**src/rtl/bldc_commutator.sv**
```systemverilog
// -----------------------------------------------------------------------------
// bldc_commutator
//
// Six-step BLDC commutation and PWM gate driver for one motor channel.
// The raw hall code is synchronised and filtered, mapped to a high-side /
// low-side switch pair, the high side is chopped by a free-running PWM, and
// every phase gets dead-time protection between its two switches.
//
// Optional feature macro: HALL_FAULT_LATCH_EN
//   defined   : hall_fault is sticky; cleared only by reset_n or enable=0.
//   undefined : hall_fault follows the last accepted hall code.
//
// Ports
//   clock        in   system clock, rising edge
//   reset_n      in   asynchronous active-low reset
//   enable       in   1 = drive, 0 = coast (all switches off)
//   direction    in   1 = forward table, 0 = reverse (high/low swapped)
//   brake        in   1 = all low sides on, all high sides off
//   hall         in   raw hall sensors {C,B,A}, asynchronous
//   duty_cycle   in   high-side on-time per PWM period
//   phase_h_inv  out  high-side gates {C,B,A}, 0 = on
//   phase_l_inv  out  low-side gates {C,B,A}, 0 = on
//   hall_fault   out  accepted hall code is 000 or 111
//   step_count   out  accepted valid hall-code changes, wraps
//   fsm_state    out  registered operating state (0 idle, 1 fault,
//                     2 brake, 3 run) for observation
// -----------------------------------------------------------------------------
module bldc_commutator #(
  parameter int DUTY_W     = 8,
  parameter int FILTER_LEN = 4,
  parameter int DEAD_TIME  = 8,
  parameter int CNT_W      = 16
) (
  input  logic              clock,
  input  logic              reset_n,
  input  logic              enable,
  input  logic              direction,
  input  logic              brake,
  input  logic [2:0]        hall,
  input  logic [DUTY_W-1:0] duty_cycle,
  output logic [2:0]        phase_h_inv,
  output logic [2:0]        phase_l_inv,
  output logic              hall_fault,
  output logic [CNT_W-1:0]  step_count,
  output logic [1:0]        fsm_state
);

  localparam int FCNT_W = $clog2(FILTER_LEN + 1);
  localparam int DT_W   = (DEAD_TIME < 1) ? 1 : $clog2(DEAD_TIME + 1);

  localparam logic [FCNT_W-1:0] FLT_LAST = FCNT_W'(FILTER_LEN - 1);
  localparam logic [FCNT_W-1:0] FLT_FULL = FCNT_W'(FILTER_LEN);
  localparam logic [DT_W-1:0]   DT_MAX   = DT_W'(DEAD_TIME);

  typedef enum logic [1:0] {
    S_IDLE  = 2'd0,
    S_FAULT = 2'd1,
    S_BRAKE = 2'd2,
    S_RUN   = 2'd3
  } state_t;

  state_t state_q, state_next;

  // ---------------------------------------------------------------------------
  // Hall synchroniser and stability filter
  // ---------------------------------------------------------------------------
  logic [2:0]        hall_s1, hall_s2;
  logic [FCNT_W-1:0] flt_cnt;
  logic              accept;
  logic              code_valid;
  logic [2:0]        acc_code;
  logic [2:0]        last_valid;

  always_ff @(posedge clock or negedge reset_n) begin
    if (!reset_n) begin
      hall_s1 <= 3'b000;
      hall_s2 <= 3'b000;
    end else begin
      hall_s1 <= hall;
      hall_s2 <= hall_s1;
    end
  end

  // flt_cnt counts consecutive cycles in which hall_s2 keeps its value.
  // It resets saturated so the reset code 000 is never re-accepted as a
  // fresh code (which would raise a spurious fault).
  always_ff @(posedge clock or negedge reset_n) begin
    if (!reset_n) begin
      flt_cnt <= FLT_FULL;
    end else if (hall_s1 != hall_s2) begin
      flt_cnt <= '0;
    end else if (flt_cnt != FLT_FULL) begin
      flt_cnt <= flt_cnt + 1'b1;
    end
  end

  // One-shot: fires on the cycle the code has been stable FILTER_LEN cycles.
  assign accept     = (hall_s1 == hall_s2) && (flt_cnt == FLT_LAST);
  assign code_valid = (hall_s2 != 3'b000) && (hall_s2 != 3'b111);

  always_ff @(posedge clock or negedge reset_n) begin
    if (!reset_n) begin
      acc_code <= 3'b000;
    end else if (accept) begin
      acc_code <= hall_s2;
    end
  end

  // ---------------------------------------------------------------------------
  // Hall fault
  // ---------------------------------------------------------------------------
  always_ff @(posedge clock or negedge reset_n) begin
    if (!reset_n) begin
      hall_fault <= 1'b0;
    end else if (!enable) begin
      hall_fault <= 1'b0;
    end else if (accept) begin
`ifdef HALL_FAULT_LATCH_EN
      hall_fault <= hall_fault | ~code_valid;
`else
      hall_fault <= ~code_valid;
`endif
    end
  end

  // ---------------------------------------------------------------------------
  // Step counter: counts accepted valid codes that differ from the previous
  // accepted valid code. Held while disabled.
  // ---------------------------------------------------------------------------
  always_ff @(posedge clock or negedge reset_n) begin
    if (!reset_n) begin
      step_count <= '0;
      last_valid <= 3'b000;
    end else if (enable && accept && code_valid && (hall_s2 != last_valid)) begin
      step_count <= step_count + 1'b1;
      last_valid <= hall_s2;
    end
  end

  // ---------------------------------------------------------------------------
  // PWM: free-running counter, duty sampled at the end of each period so a
  // new duty takes effect when the counter wraps to 0.
  // ---------------------------------------------------------------------------
  logic [DUTY_W-1:0] pwm_cnt;
  logic [DUTY_W-1:0] duty_lat;
  logic              pwm_on;

  always_ff @(posedge clock or negedge reset_n) begin
    if (!reset_n) begin
      pwm_cnt  <= '0;
      duty_lat <= '0;
    end else begin
      pwm_cnt <= pwm_cnt + 1'b1;
      if (pwm_cnt == '1) begin
        duty_lat <= duty_cycle;
      end
    end
  end

  assign pwm_on = (pwm_cnt < duty_lat);

  // ---------------------------------------------------------------------------
  // Operating state. The gate registers are loaded from state_next so that
  // disable, fault and brake act on the very next edge; state_q is the
  // registered copy of the same decision.
  // ---------------------------------------------------------------------------
  always_ff @(posedge clock or negedge reset_n) begin
    if (!reset_n) begin
      state_q <= S_IDLE;
    end else begin
      state_q <= state_next;
    end
  end

  always_comb begin
    state_next = S_RUN;
    if (!enable) begin
      state_next = S_IDLE;
    end else if (hall_fault) begin
      state_next = S_FAULT;
    end else if (brake) begin
      state_next = S_BRAKE;
    end
  end

  assign fsm_state = state_q;

  // ---------------------------------------------------------------------------
  // Commutation table, one-hot phase masks {C,B,A}.
  // ---------------------------------------------------------------------------
  logic [2:0] fwd_h, fwd_l;
  logic [2:0] tab_h, tab_l;

  always_comb begin
    fwd_h = 3'b000;
    fwd_l = 3'b000;
    case (acc_code)
      3'b101:  begin fwd_h = 3'b001; fwd_l = 3'b010; end  // A+ B-
      3'b100:  begin fwd_h = 3'b001; fwd_l = 3'b100; end  // A+ C-
      3'b110:  begin fwd_h = 3'b010; fwd_l = 3'b100; end  // B+ C-
      3'b010:  begin fwd_h = 3'b010; fwd_l = 3'b001; end  // B+ A-
      3'b011:  begin fwd_h = 3'b100; fwd_l = 3'b001; end  // C+ A-
      3'b001:  begin fwd_h = 3'b100; fwd_l = 3'b010; end  // C+ B-
      default: begin fwd_h = 3'b000; fwd_l = 3'b000; end
    endcase
    if (direction) begin
      tab_h = fwd_h;
      tab_l = fwd_l;
    end else begin
      tab_h = fwd_l;
      tab_l = fwd_h;
    end
  end

  // ---------------------------------------------------------------------------
  // Switch requests from the operating state.
  // ---------------------------------------------------------------------------
  logic [2:0] req_h, req_l;

  always_comb begin
    req_h = 3'b000;
    req_l = 3'b000;
    case (state_next)
      S_BRAKE: req_l = 3'b111;
      S_RUN: begin
        req_h = tab_h & {3{pwm_on}};
        req_l = tab_l;
      end
      default: begin
        req_h = 3'b000;
        req_l = 3'b000;
      end
    endcase
  end

  // ---------------------------------------------------------------------------
  // Dead time. dt_h[p] counts cycles since the low side of phase p was last
  // on, dt_l[p] cycles since the high side was last on. A switch may turn on
  // only once its counter has saturated; one already on stays on while
  // requested. The extra cross terms make simultaneous H/L impossible even
  // with DEAD_TIME = 0.
  // ---------------------------------------------------------------------------
  logic [2:0]      h_on, l_on;
  logic [2:0]      h_next, l_next;
  logic [DT_W-1:0] dt_h [3];
  logic [DT_W-1:0] dt_l [3];

  always_comb begin
    h_next = 3'b000;
    l_next = 3'b000;
    for (int p = 0; p < 3; p++) begin
      h_next[p] = req_h[p] && (h_on[p] || (dt_h[p] >= DT_MAX)) && !l_on[p];
      l_next[p] = req_l[p] && (l_on[p] || (dt_l[p] >= DT_MAX)) &&
                  !h_on[p] && !h_next[p];
    end
  end

  always_ff @(posedge clock or negedge reset_n) begin
    if (!reset_n) begin
      h_on <= 3'b000;
      l_on <= 3'b000;
      for (int p = 0; p < 3; p++) begin
        dt_h[p] <= DT_MAX;
        dt_l[p] <= DT_MAX;
      end
    end else begin
      h_on <= h_next;
      l_on <= l_next;
      for (int p = 0; p < 3; p++) begin
        // Counters track the value being registered so they restart on the
        // same edge a switch turns on.
        if (l_next[p]) begin
          dt_h[p] <= '0;
        end else if (dt_h[p] < DT_MAX) begin
          dt_h[p] <= dt_h[p] + 1'b1;
        end
        if (h_next[p]) begin
          dt_l[p] <= '0;
        end else if (dt_l[p] < DT_MAX) begin
          dt_l[p] <= dt_l[p] + 1'b1;
        end
      end
    end
  end

  assign phase_h_inv = ~h_on;
  assign phase_l_inv = ~l_on;

endmodule

```
**config.mk**
```make
export PLATFORM = sky130hd
export DESIGN_NAME = bldc_commutator
export DESIGN_NICKNAME = d
export VERILOG_FILES = /design/src/rtl/bldc_commutator.sv
export SDC_FILE = /design/constraint.sdc
export NUM_CORES = 1
export LEC_CHECK = 0
export BUFFER_PORTS_ARGS = -buffer_cell sky130_fd_sc_hd__buf_2
export CORE_MARGIN = 4
export CORE_UTILIZATION = 58
export DETAILED_ROUTE_END_ITERATION = 10
export PLACE_DENSITY_LB_ADDON = 0.08
export SYNTH_ARGS = -nofsm -noshare
export SYNTH_HDL_FRONTEND = slang
export SYNTH_SLANG_ARGS = --single-unit
```
**constraint.sdc**
```tcl
create_clock -name clock -period 2.4 [get_ports clock]
set_input_delay 0.24 -clock clock [delete_from_list [all_inputs] [get_ports clock]]
set_output_delay 0.24 -clock clock [all_outputs]
set_load 0.01 [all_outputs]
```
==> impl_summary.log <==
INFO  metric drt.antenna.violating_nets = 0
INFO  metric worst-slew-pin-transition = approximately 0.81 ns
INFO  metric floorplan.die_area = 0.007832 mm^2
INFO  metric clock_insertion_delay_worst_skew = 0.34 ns
INFO  metric fmaxAchievable = 455.6 MHz
INFO  metric setup_slack = 0.2052 ns
INFO  metric route.vias.total = 2517
INFO  metric avgRoutedWirePerCell = 13.11 um
INFO  metric worst_hold_slack = approximately 0.013 ns
INFO  metric first_global_vias = 2466
INFO  metric drtIter0Drc = 70
INFO  metric critPathLaunch = hall_s2[0]$_DFF_PN0_
INFO  metric status = finished clean
INFO  metric pre_cts_ws = 0.2213 ns
INFO  metric floorplan.initialDensity = 0.5953
INFO  metric drt_pre_antenna_iters = 4
INFO  metric grt.total_usage = 0.1797
INFO  metric ctsLongestPathBuffers = 2
INFO  metric final_core_util = 0.6776
INFO  metric placement.io_buffers = 40
INFO  metric synth_top_area_cell = sky130_fd_sc_hd__dfrtp_1
INFO  metric synth-warning-count = 0
INFO  metric critical_path.max_fanout = 7
INFO  metric critPathLaunchType = flip-flop
INFO  metric final_nets = 434
INFO  metric synth-seq-cells = 80
INFO  metric global_route_total_overflow = 0
INFO  metric yosys.cell_types.count = 44
INFO  metric netlist_instances = 342
INFO  metric syn_nets = 380
INFO  metric cts_buffers = 9
INFO  metric place.gp.congestion = 0.7728
INFO  metric synth.avg_cell_area = 10.99 um^2
INFO  metric synth_sequential_area_ratio = 0.5350
INFO  metric post-route-min-period = 2.195 ns
INFO  metric async_flop_share = 1.000
INFO  metric final_max_slew_viol_count = 0
INFO  metric post_cts.resized_instances = 0
INFO  metric dominant_register_cell_in_the_synthesized_netlist = sky130_fd_sc_hd__dfrtp_1
INFO  metric report.final.hold_viol_count = 0
INFO  metric fp.dieW = 88.50 um
INFO  metric leakagePower = about 2.1 nW
INFO  metric placedCellCount = 459
INFO  metric setup_violations = 0
INFO  metric ys_top_cells_by_area = sky130_fd_sc_hd__dfrtp_1 (49%), sky130_fd_sc_hd__ha_1 (7.3%), sky130_fd_sc_hd__dfstp_2 (4.9%)
INFO  metric setup_tns = 0 ns
INFO  metric ios = 41
INFO  metric cts_root_buffer = sky130_fd_sc_hd__clkbuf_8
INFO  metric largest_net_degree_at_the_start_of_global_routing = 53
INFO  metric ir_worst_vdd = 0.3901 mV
INFO  metric fp-row-count = 29
INFO  metric areaGrowthSynthToFinish = 13.81%
INFO  metric crit_arrival = 2.46 ns
INFO  metric power_density_over_cell_area = 620.8 mW/mm^2
INFO  metric syn_area = 0.003759 mm^2
INFO  metric first_pass_grt_wire_length = 10.95 mm
INFO  metric worst_hold_startpoint = hall[1]
INFO  metric fill_cell_total_of_the_finished_layout = 502
INFO  metric r2r-start = hall_s2[0]$_DFF_PN0_
INFO  metric die_height = between 80 and 90 um
INFO  metric cts.sinks = 80
INFO  metric grt_antenna_before_repair = 0
INFO  metric drv.max_cap_violation_count = 0
INFO  metric stdcell_count = approximately 480
INFO  metric synth-edff-count = 0
INFO  metric skew = approximately 0.012 ns
INFO  metric tritoncts = done
INFO  metric worst_setup_path_end_kind = flip-flop
INFO  metric worst-endpoint-required = 2.66 ns
INFO  metric setup_repair_after_global_routing_missed_its_margin = false
INFO  metric core_region = 0.006314 mm^2
INFO  metric timing.slew.headroom = 0.4570
INFO  metric cts.htree.levels = 3
INFO  metric insertedDiodeCount = 0
INFO  metric layout-drive-gt1-share = 0.1895
INFO  metric average_vias_per_placed_instance = approximately 5.3
INFO  metric period_share = 0.9145
INFO  metric clock_slew_at_reported_path_ffs = roughly 0.080 ns
INFO  metric path_class = flip-flop to flip-flop
INFO  metric post-dp-hpwl = 4.599 mm
INFO  metric detail_route.drc_violations = 0
INFO  metric routed_wirelength = 6.267 mm
INFO  metric yosys.area.top_type_share = 0.4860
INFO  metric hold_class = primary input to flip-flop
## repair_timing
item,4_1_cts,5_1_grt
buffers inserted,0,0
endpoints found under the setup margin,0,0
endpoints found under the hold margin,25,2
hold buffers,1,2
## report_power, final
group,switching [W],total (W),internal (W),leakage [nW]
Sequential,0.0000839,0.00152,0.00144,0.962
Clock,0.000441,0.000874,0.000434,0.0877
Combinational,0.000134,0.000262,0.000127,1.04
Total,0.000659,0.00266,0.00200,2.09
## critical path: stages (launching register included)
cell and delay, ns:
sky130_fd_sc_hd__dfrtp_1 0.48, sky130_fd_sc_hd__xor2_2 0.19, sky130_fd_sc_hd__or4_4 0.60, sky130_fd_sc_hd__or3_4 0.38, sky130_fd_sc_hd__nor4_4 0.30, sky130_fd_sc_hd__xor2_1 0.17
## synthesized netlist by cell type (all sizes together) (3+ instances only)
| library cell | n |
|---|---|
| xnor2 | 20 |
| nand3 | 11 |
| mux2i | 7 |
| a21oi | 12 |
| inv | 31 |
| nor3b | 3 |
| xor2 | 20 |
| nand2b | 4 |
| or3 | 3 |
| a31oi | 6 |
| nor3 | 6 |
| mux2 | 7 |
| nor2b | 7 |
| o21ai | 9 |
| buf | 3 |
| dfstp | 7 |
| clkbuf | 3 |
| nand4 | 8 |
| nor2 | 37 |
| a2111oi | 3 |
| ha | 22 |
| dfrtp | 73 |
| nand2 | 22 |
## placed cells by master (no fill, tap or decap), types with 4 or more instances in the layout
cell type / count
sky130_fd_sc_hd__a21oi_1: 12
sky130_fd_sc_hd__a31oi_1: 6
sky130_fd_sc_hd__buf_2: 39
sky130_fd_sc_hd__buf_4: 6
sky130_fd_sc_hd__clkbuf_1: 4
sky130_fd_sc_hd__clkbuf_8: 11
sky130_fd_sc_hd__dfrtp_1: 73
sky130_fd_sc_hd__dfstp_2: 7
sky130_fd_sc_hd__ha_1: 22
sky130_fd_sc_hd__inv_1: 31
sky130_fd_sc_hd__mux2_2: 5
sky130_fd_sc_hd__mux2i_1: 7
sky130_fd_sc_hd__nand2_1: 22
sky130_fd_sc_hd__nand2b_1: 4
sky130_fd_sc_hd__nand3_1: 11
sky130_fd_sc_hd__nand4_1: 8
sky130_fd_sc_hd__nor2_1: 37
sky130_fd_sc_hd__nor2b_1: 7
sky130_fd_sc_hd__nor3_1: 5
sky130_fd_sc_hd__o21ai_0: 9
sky130_fd_sc_hd__xnor2_1: 20
sky130_fd_sc_hd__xor2_1: 19
## flip-flops by register name, indices dropped and copies added, names as in the netlist, 3 cells and up
name	flops
dt_l	12
h_on	3
acc_code	3
duty_lat	8
hall_s2	3
hall_s1	3
pwm_cnt	8
l_on	3
step_count	16
flt_cnt	3
dt_h	12
last_valid	3
## cell families after synthesis
logic type      Yosys count  share of synthesized area
buf+inv                  37                    0.04128
flops                    80                     0.5350
mux                      14                    0.03961
compound gates           39                    0.06492
fa+ha+maj                22                    0.07323
simple gates            110                     0.1508
xor+xnor                 40                    0.09521
## area by class of cell
cell class	instances	area [um^2]	area share
clock buffer	15	166.4	0.03890
clock inverter	1	5.005	0.001170
tap	77	96.34	0.02252
multi-input combinational	225	1593	0.3723
sequential	80	2011	0.4700
timing repair buffer	49	290.3	0.06786
inverter	31	116.4	0.02720
## stage by stage
step | instance area [um^2] | power, W
after global routing | 4278 | 0.002797
after floorplan | 3759 | 0.001711
final | 4278 | 0.002656
after detailed placement | 4076 | 0.001809
after CTS | 4258 | 0.002683
after global placement | 4076 | 0.001796
## per-layer routing
| metal | track usage | wire length, um | share of wire | vias to the layer above |
|---|---|---|---|---|
| met4 | 0.08104 | 97 | 0.015 | 0 |
| met3 | 0.03259 | 207 | 0.033 | 8 |
| met1 | 0.2314 | 2965 | 0.47 | 1218 |
| li1 | - | - | - | 1255 |
| met5 | 0 | 0 | 0 | - |
| met2 | 0.2971 | 2997 | 0.48 | 36 |
## worst paths after layout
path	end	slack, ns	cells after the start
setup / recovery	step_count[11]$_DFFE_PN0P_	0.21	5
hold / removal	hall_s1[1]$_DFF_PN0_	0.01	1
setup reg to reg	step_count[11]$_DFFE_PN0P_	0.21	5
hold reg to reg	hall_s2[2]$_DFF_PN0_	0.41	0
max in group asynchronous	dt_l[7]$_DFFE_PN1P_	1.38	3
min in group asynchronous	step_count[15]$_DFFE_PN0P_	0.36	2
No activity file was read; power rests on OpenSTA's default activity.
